## src/rtl/efx_frame_scheduler.sv

```systemverilog
// Per-frame scheduler that time-shares one multi-cycle MAC among NREQ requesters.
// Each frame starts on reset release (the codec LR clock going high). Requests are
// snapshotted once and each set bit is served once, lowest index first. The frame
// ends with a single frame_done pulse, and the scheduler then idles until the next reset.
module efx_frame_scheduler #(
    parameter int unsigned NREQ    = 3,
    parameter int unsigned TIMEOUT = 64
) (
    input  logic            CLOCK_50,
    input  logic            AUD_DACLRCK,
    input  logic [NREQ-1:0] req,
    input  logic            mac_done,
    output logic [NREQ-1:0] grant,
    output logic            mac_start,
    output logic            busy,
    output logic            frame_done,
    output logic            timeout_err
);

    localparam int unsigned CW = $clog2(TIMEOUT);
    localparam logic [CW-1:0] CntLast = CW'(TIMEOUT - 1);

    typedef enum logic [2:0] {
        StSync,
        StSnap,
        StArb,
        StIssue,
        StWait,
        StDone
    } state_e;

    state_e          state;
    logic [1:0]      rst_q;
    logic [NREQ-1:0] pending;
    logic [NREQ-1:0] pick;
    logic [CW-1:0]   cnt;

    // Two-flop release synchroniser; assertion stays asynchronous.
    always_ff @(posedge CLOCK_50 or negedge AUD_DACLRCK) begin
        if (!AUD_DACLRCK) begin
            rst_q <= 2'b00;
        end else begin
            rst_q <= {rst_q[0], 1'b1};
        end
    end

    // Isolate the lowest set pending bit: this is the fixed-priority winner.
    always_comb begin
        pick = pending & (~pending + NREQ'(1));
    end

    // Scheduler FSM. All outputs are registered and take their value on state entry,
    // so cnt equals the number of cycles elapsed since mac_start.
    always_ff @(posedge CLOCK_50 or negedge AUD_DACLRCK) begin
        if (!AUD_DACLRCK) begin
            state       <= StSync;
            pending     <= '0;
            cnt         <= '0;
            grant       <= '0;
            mac_start   <= 1'b0;
            busy        <= 1'b0;
            frame_done  <= 1'b0;
            timeout_err <= 1'b0;
        end else begin
            mac_start   <= 1'b0;
            frame_done  <= 1'b0;
            timeout_err <= 1'b0;
            unique case (state)
                StSync: begin
                    // Enter SNAP on the same edge that the chain fills to 2'b11.
                    if (rst_q == 2'b01) begin
                        state <= StSnap;
                        busy  <= 1'b1;
                    end
                end
                StSnap: begin
                    pending <= req;
                    state   <= StArb;
                end
                StArb: begin
                    if (pending == '0) begin
                        state      <= StDone;
                        busy       <= 1'b0;
                        frame_done <= 1'b1;
                    end else begin
                        grant     <= pick;
                        mac_start <= 1'b1;
                        cnt       <= '0;
                        state     <= StIssue;
                    end
                end
                StIssue: begin
                    cnt   <= cnt + CW'(1);
                    state <= StWait;
                end
                StWait: begin
                    // mac_done takes priority over a timeout in the same cycle.
                    if (mac_done) begin
                        pending <= pending & ~grant;
                        grant   <= '0;
                        state   <= StArb;
                    end else if (cnt == CntLast) begin
                        pending     <= pending & ~grant;
                        grant       <= '0;
                        timeout_err <= 1'b1;
                        state       <= StArb;
                    end else begin
                        cnt <= cnt + CW'(1);
                    end
                end
                StDone: begin
                    state <= StDone;
                end
                default: begin
                    state <= StSync;
                end
            endcase
        end
    end

endmodule
```

## config.mk

```make
export PLATFORM = sky130hd
export DESIGN_NAME = efx_frame_scheduler
export DESIGN_NICKNAME = d
export VERILOG_FILES = /design/src/rtl/efx_frame_scheduler.sv
export SDC_FILE = /design/constraint.sdc
export NUM_CORES = 1
export LEC_CHECK = 0
export ABC_AREA = 0
export CORE_MARGIN = 1
export CORE_UTILIZATION = 50
export CTS_CLUSTER_DIAMETER = 40
export DETAILED_ROUTE_END_ITERATION = 6
export PLACE_DENSITY = 0.72
export SLEW_MARGIN = 20
export SYNTH_ARGS = -nofsm -noshare
export SYNTH_HDL_FRONTEND = slang
export SYNTH_SLANG_ARGS = --single-unit
```

## constraint.sdc

```tcl
create_clock -name CLOCK_50 -period 2.5 [get_ports CLOCK_50]
set_input_delay 0.5 -clock CLOCK_50 [delete_from_list [all_inputs] [get_ports CLOCK_50]]
set_output_delay 0.5 -clock CLOCK_50 [all_outputs]
set_load 0.02 [all_outputs]
```

==> results of run 1 <==
[cells by family after synthesis]
| group | count (synthesis) | synth area share, % |
|---|---|---|
| AND/OR/NAND/NOR | 54 | 27.72 |
| AO/OA/AOI/OAI | 32 | 19.02 |
| flip-flops | 21 | 45.65 |
| buffers and inverters | 8 | 4.565 |
| adder cells (fa/ha/maj) | 1 | 1.087 |
| other | 1 | 0.3258 |
| XOR/XNOR | 1 | 0.7610 |
| multiplexers | 1 | 0.8696 |
[layout make-up]
cell class | count | share of cell area, %
well taps | 28 | 2.705
multi-input cells | 90 | 44.25
flip-flops and latches | 21 | 40.58
inverters | 2 | 0.5797
clock buffers | 4 | 2.029
repair buffers | 13 | 9.855
[layer usage]
layer,wire (um),vias up
met5,0,-
met4,17,0
met3,42,2
li1,-,445
met2,999,9
met1,1130,410
[power groups by stage]
stage	logic [uW]	registers [uW]	clock network [uW]
2_1_floorplan	542	556	0
5_1_grt	708	632	177
6_report	632	607	160
4_1_cts	635	608	164
3_5_place_dp	632	616	0
3_3_place_gp	624	612	0
[worst paths after layout]
path	start	to	cells after the start
max	grant[1]$_DFFE_PN0P_	grant[1]	1
min	rst_q[0]$_DFF_PN0_	rst_q[1]$_DFF_PN0_	0
max reg2reg	state[0]$_DFFE_PN0P_	pending[0]$_DFFE_PN0P_	4
min reg2reg	rst_q[0]$_DFF_PN0_	rst_q[1]$_DFF_PN0_	0
max in group asynchronous	AUD_DACLRCK	pending[1]$_DFFE_PN0P_	2
min in group asynchronous	AUD_DACLRCK	state[2]$_DFFE_PN0P_	2
[layout by cell type, fill, tap and decap left out, drive strengths merged]
| cell type | instances |
|---|---|
| or3 | 1 |
| conb | 1 |
| o221ai | 1 |
| nor2 | 13 |
| o21ai | 7 |
| nand3 | 5 |
| buf | 1 |
| or2 | 1 |
| nand2b | 1 |
| and2b | 1 |
| or3b | 1 |
| nand2 | 11 |
| o21bai | 2 |
| ha | 1 |
| a221oi | 1 |
| nor2b | 3 |
| inv | 2 |
| clkbuf | 4 |
| a21o | 1 |
| o31ai | 1 |
| nand3b | 1 |
| nor3b | 1 |
| nand4 | 2 |
| mux2i | 1 |
| a31oi | 3 |
| dfrtp | 21 |
| nor4b | 1 |
| o211ai | 1 |
| clkdlybuf4s50 | 12 |
| a21oi | 12 |
| nor3 | 5 |
| xnor2 | 1 |
| nand4b | 1 |
| and3 | 5 |
| o21a | 2 |
| and2 | 1 |
| a211oi | 1 |
[sequential cells by signal, indices dropped and copies added, names as in the netlist]
signal / cells
state: 3
timeout_err: 1
cnt: 6
rst_q: 2
grant: 3
pending: 3
frame_done: 1
mac_start: 1
busy: 1
[through the flow]
stage | setup slack (ns) | std cells | hold WS (ns) | cell area (um^2) | total power, uW
final | 0.6732 | 158 | 0.3827 | 1295 | 1399
after global routing | 0.6244 | 158 | 0.4053 | 1295 | 1517
after CTS | 0.6682 | 158 | 0.3847 | 1295 | 1408
after detailed placement | 0.5880 | 154 | 0.3582 | 1269 | 1248
after global placement | 0.6151 | 154 | 0.3549 | 1269 | 1235
after floorplan | 1.145 | 119 | 0.2044 | 1151 | 1098
==> impl_summary.md, run 1 <==
Status
The flow ran to the end, and the final reports show no timing, DRC or antenna violations.

GRT
The via count of the first global-routing pass is 849. The met3 global-route usage is 2.778%. The met2 usage in global routing is 31.56%.

The number of antenna violations at the first check in global routing is 0. After global routing the overflow that remains totals 0. The total global routing track utilization is 20.31%. The met1 layer usage reported by global route is 28.24%. Entering global routing, the biggest net connects 22 pins. The first global-routing pass estimated 3829 um of wire. The most used routing layer in global routing is met2.

Synthesis
Counting every instance in the synthesized netlist gives 119. In this run, distinct cell masters in the synthesized netlist total 45. By area the synthesized netlist is led by sky130_fd_sc_hd__dfrtp_1, sky130_fd_sc_hd__a21oi_1, sky130_fd_sc_hd__nor2_1. The number of warnings reported in the yosys synthesis log is 0. The netlist area before placement is 1151 um^2. The number of nets handed over by synthesis was 126. The sequential-to-total area share from yosys stat is 45.65%. The most used flip-flop cell after synthesis is sky130_fd_sc_hd__dfrtp_1.

The number of flops mapped to enable cells by yosys is 0. After synthesis the netlist holds a flip-flop and latch count of 21. The post-synthesis average cell area is 9.673 um^2. The cell taking the most area after synthesis is sky130_fd_sc_hd__dfrtp_1.

The portion of synthesized cell area occupied by the leading cell type is 45.65%. The leading cell type by number of instances after synthesis is sky130_fd_sc_hd__dfrtp_1. For this run, asynchronously set or reset flops after synthesis account for 100.0%. After synthesis, the most frequently instantiated cells are sky130_fd_sc_hd__dfrtp_1, sky130_fd_sc_hd__nor2_1, sky130_fd_sc_hd__a21oi_1, sky130_fd_sc_hd__nand2_1.

Min path
The tightest min-delay check is of the flip-flop to flip-flop type.

Finish
Of the cells placed in the final design, the portion with a size suffix greater than 1 is 14.62%. The repair_antennas step left the layout with diodes totalling 0. Cells fill 59.11% of the core in the end. The area of the multi-input gates is 573.1 um^2. The layout-stage area growth over the synthesis result is 12.50%. Counting the fill cells in the layout gives 209. The final layout contains 138 nets. Across the whole layout, storage elements account for 525.5 um^2.

Power and ir drop
The sequential group share of total power is 43.4%. The clock share of power is 11.4%. The switching portion of total power is 43.22%.

The power per unit of standard cell area is 1081 nW/um^2. Summed over all nets, the switching power comes to 604.7 uW. The internal power of the cells totals 794.6 uW. The largest vdd supply drop is 0.5539 mV.

The analysis attributes to cell leakage a power of 0.0005652 uW. Per report_power, the combinational group accounts for 45.2% of the total.

Clock network
Clock-pin slew was measured on the worst setup and hold paths at 0.11 ns. The root buffer cell is sky130_fd_sc_hd__clkbuf_4. The clock sink count is 21. The TritonCTS clock tree is built.

The number of gates resized after CTS is 0. After clock tree synthesis, the setup repair step added 0 buffers. The number of buffers inserted by hold repair at cts is 0. In this run, CTS created clock tree buffers numbering 3.

The worst-skew pair later-pin latency is 0.29 ns. The longest clock path from root to sink contains 2 buffers. In this run the number of H-tree levels came out at 1.

Timing
The sum of negative setup slack is 0 ns. Setup repair after global routing left no endpoint under its margin. The shortest period the worst path allows is 1.827 ns. For the pin with the worst max-slew slack, the measured transition is 0.6063 ns.

For this run, the top clock speed supported by timing is 547.4 MHz. Headroom to the max-slew limit came out at 59.58%. The count of endpoints failing hold in the final timing report is 0. The final number of setup-violating endpoints is 0. The count of pins over their slew limit is 0. In the finished design, the share of the clock period the worst path needs comes to 73.07%. Across the routed clock network, the largest skew measured is 0.004471 ns.

Floorplanning
The vertical die dimension is 49.98 um. The die area is 2498 um^2. The area inside the core boundary is 2191 um^2. The horizontal die dimension is 49.98 um. The number of placement rows is 17. Once the floorplan was initialized, standard cells occupied 52.54% of the core.

The number of top-level pins is 13.

Worst setup path
Walking the worst path, the cells encountered are clkdlybuf4s50_1. The worst setup path is of the flip-flop to output pin kind. The worst setup path is captured at an output pin. The worst-path cell with the longest stage delay is sky130_fd_sc_hd__clkdlybuf4s50_1. The largest fanout of any net on the critical path is 3. The kind of launch point of the worst setup path is a flip-flop. The register-to-register setup slack is 0.82 ns. The count of buffer and inverter cells on the critical path is 1. The arrival time of the worst setup path is 1.33 ns.

On the critical path the largest part of the delay comes from buffers and inverters. The data required time at the worst endpoint is 2.00 ns. The maximum cell stage delay along the critical path is 0.62 ns.

Detailed routing
Dividing the detail-routed via count by the number of cells gives 5.481. The number of detailed-routing iterations run before antenna repair is 3. The violation count after the first detailed-routing iteration is 11. In the routed design, unresolved DRC markers number 0. The vias after detailed routing is 866. Summed over all layers, the routed wires come to 2190 um. Once detail routing completed, the nets flagged for antenna violations numbered 0. In the final routed layout, each cell accounts on average for 13.86 um.

Place
The HPWL after detailed placement is 1549 um. The placer congestion estimate is 0.8536. The count of buffers added on input and output ports is 12.

Run
Across the run, the number of max-cap violations was 0.
No activity file was read; power rests on OpenSTA's default activity.
==> run 2: changes to the inputs <==
--- a/config.mk
+++ b/config.mk
@@ -7,10 +7,10 @@
 export LEC_CHECK = 0
 export ABC_AREA = 0
 export CORE_MARGIN = 1
-export CORE_UTILIZATION = 50
+export CORE_UTILIZATION = 49
 export CTS_CLUSTER_DIAMETER = 40
 export DETAILED_ROUTE_END_ITERATION = 6
-export PLACE_DENSITY = 0.72
+export PLACE_DENSITY = 0.74
 export SLEW_MARGIN = 20
 export SYNTH_ARGS = -nofsm -noshare
 export SYNTH_HDL_FRONTEND = slang
==> constraint.sdc (replaced) <==
create_clock -name CLOCK_50 -period 1.6 [get_ports CLOCK_50]
set_input_delay 0.32 -clock CLOCK_50 [delete_from_list [all_inputs] [get_ports CLOCK_50]]
set_output_delay 0.32 -clock CLOCK_50 [all_outputs]
set_load 0.02 [all_outputs]
==> impl_summary.md, run 2 (synthesis results as in run 1) <==
Power and ir drop
The largest vdd supply drop came to 0.8481 mV (was 0.5539 mV). The combinational group share of total power was 50.7% (was 45.2%). The switching portion of total power is 43.25% (was 43.22%). The clock share of power is 10.9% (was 11.4%). The switching component of the power is 987.8 uW (was 604.7 uW). The power per unit of standard cell area is 1672 nW/um^2 (was 1081 nW/um^2). The sequential group share of total power was 38.4% (was 43.4%). The leakage power total was 0.0006340 uW (was 0.0005652 uW). The internal power of the cells is 1296 uW (was 794.6 uW).

Clock network
The deepest level of the CTS H-tree is 1 (unchanged). The buffer depth of the longest clock path is 2 (unchanged). The TritonCTS clock tree was built (unchanged).

The worst-skew pair later-pin latency was 0.30 ns (was 0.29 ns). The CTS buffer count is 3 (unchanged). The clock edge transition at the registers on the reported setup and hold paths is 0.11 ns (about the same). The clock sink count is 21 (unchanged).

The root buffer cell is sky130_fd_sc_hd__clkbuf_4 (unchanged). The setup fix buffers added after clock tree synthesis is 0 (unchanged). The number of buffers inserted by hold repair at cts is 0 (unchanged).

Finish
The leading cell type in the layout, fill and taps excluded is sky130_fd_sc_hd__dfrtp_1 (unchanged). The antenna diode count was 0 (unchanged). The share of post-route cells with drive strength above 1 is 18.98% (was 14.62%). The flip-flop count of the largest register after layout was 6 (unchanged). Highest-count cells in the layout ignoring fill and taps: sky130_fd_sc_hd__dfrtp_1, sky130_fd_sc_hd__nor2_1, sky130_fd_sc_hd__nand2_1, sky130_fd_sc_hd__a21oi_1, sky130_fd_sc_hd__buf_4 (was sky130_fd_sc_hd__dfrtp_1, sky130_fd_sc_hd__clkdlybuf4s50_1, sky130_fd_sc_hd__nor2_1). The number of nets in the finished design came to 145 (was 138). The count of placed standard cells in the final layout, fillers left out is 165 (was 158). The layout-stage area growth over the synthesis result is 18.70% (was 12.50%). The register with the most flip-flops is cnt (unchanged). The fill cell instance count of the final layout is 185 (was 209).

Floorplanning
The number of top-level pins is 13 (unchanged). The horizontal die dimension was 50.47 um (was 49.98 um). The die area came to 2547 um^2 (was 2498 um^2). The vertical die dimension was 50.47 um (was 49.98 um).

The starting density of the core is 52.04% (was 52.54%). The area inside the core boundary was 2212 um^2 (was 2191 um^2). The number of placement rows is 17 (unchanged).

Worst setup path
The count of buffer and inverter cells on the critical path is 1 (unchanged). The largest fanout of any net on the critical path is 1 (was 3). Cells traversed along the worst timing path: clkdlybuf4s50_1 (unchanged). The arrival time of the worst setup path is 1.23 ns (was 1.33 ns). The data required time at the worst endpoint is 1.28 ns (was 2.00 ns). The kind of launch point of the worst setup path is a flip-flop (unchanged).

The category of the worst setup path capture point is an output pin (unchanged). The worst-path cell with the longest stage delay is sky130_fd_sc_hd__clkdlybuf4s50_1 (unchanged). The maximum cell stage delay along the critical path is 0.59 ns (was 0.62 ns). The kind of critical path is flip-flop to output pin (unchanged). The kind of cell adding the most delay to the critical path is buffers and inverters (unchanged).

Timing
The count of endpoints failing hold in the final timing report is 0 (unchanged). Of the available clock period, the critical path in the final layout requires 96.65%. The count of pins over their slew limit is 0 (unchanged). Counting I/O delays and the setup requirement, the final critical path takes 1.546 ns.

The final number of setup-violating endpoints was 0 (unchanged). The achievable clock frequency is 646.7 MHz. The sum of negative setup slack was 0 ns (unchanged). The worst clock skew is 0.002471 ns (was 0.004471 ns).

Run
The number of max-cap violations is 0 (unchanged).

Detailed routing
The vias after detailed routing is 956 (was 866). The routed wire length is 2338 um (was 2190 um). The average detailed-routed wire length per instance is 14.17 um (was 13.86 um). The total DRC errors in the routed layout is 0 (unchanged). The violation count after the first detailed-routing iteration is 12 (was 11). The number of detailed-routing iterations run before antenna repair is 4 (was 3).

The number of nets with antenna violations after detailed routing is 0 (unchanged). The via density per instance is 5.794 (was 5.481).

Place
The placer congestion estimate was 0.8544 (was 0.8536). The number of placed instances, taps included came to 161 (was 154). The placed wire-length estimate after detailed placement is 1705 um (was 1549 um).

The quantity of I/O buffers inserted on ports came to 12 (unchanged).

GRT
The number of antenna violations at the first check in global routing is 0 (unchanged). The total global routing track utilization is 22.37% (was 20.31%). The pin count of the biggest net entering global routing is 22 (unchanged). The via count of the first global-routing pass was 951 (was 849). The sum of overflow across all layers after global routing came to 0 (unchanged). The global-route wire length before repair came to 4202 um (was 3829 um).

Min path
The path type of the worst min-delay path is input pin to async pin (was flip-flop to flip-flop).

Status
Outcome: complete, no violations (unchanged).
==> run 2: cell type report <==
type | instances | area (um^2) | area share (%)
tap | 28 | 35.03 | 2.564
inverter | 2 | 7.507 | 0.5495
multi-input combinational | 90 | 595.6 | 43.59
clock buffer | 4 | 26.28 | 1.923
sequential | 21 | 525.5 | 38.46
timing repair buffer | 20 | 176.4 | 12.91
==> run 2: per-stage QoR <==
step | power, uW | instance area (um^2) | setup slack (ns) | utilization (%) | hold WS [ns]
final | 2284 | 1366 | 0.05365 | 61.76 | 0.3449
after global routing | 2485 | 1366 | -0.002787 | 61.76 | 0.3804
after CTS | 2282 | 1341 | 0.03508 | 60.63 | 0.3444
after detailed placement | 2059 | 1321 | -0.07722 | 59.73 | 0.3622
after global placement | 2026 | 1321 | -0.03960 | 59.73 | 0.3554
after floorplan | 1715 | 1151 | 0.2450 | - | 0.02441
==> run 2: routing by layer <==
layer	track usage (%)	vias up	routed length, um
met1	28.27	467	1060
met4	9.722	0	41
met5	0	-	0
met3	3.636	5	95
li1	-	458	-
met2	37.56	26	1140
==> run 2: final timing paths <==
path                       cells after the start                     end  slack [ns]            startpoint
max reg2reg                                    5  pending[2]$_DFFE_PN0P_        0.07    cnt[0]$_DFFE_PN0P_
min in group CLOCK_50                          0      rst_q[1]$_DFF_PN0_        0.38    rst_q[0]$_DFF_PN0_
max                                            1              frame_done        0.05  frame_done$_DFF_PN0_
min reg2reg                                    0      rst_q[1]$_DFF_PN0_        0.38    rst_q[0]$_DFF_PN0_
max in group asynchronous                      2      cnt[0]$_DFFE_PN0P_        1.03           AUD_DACLRCK
min                                            2    state[0]$_DFFE_PN0P_        0.34           AUD_DACLRCK
==> run 2: what timing repair did <==
action,4_1_cts,5_1_grt
endpoints found under the hold margin,0,0
endpoints found under the setup margin,5,5
gates resized for setup,5,4
==> run 2: power groups by stage <==
stage,clock network (uW),logic (uW),registers [uW]
floorplan,0,846,869
global placement,0,1150,879
detailed placement,0,1170,886
CTS,265,1140,873
global route,281,1300,907
finish,249,1160,876
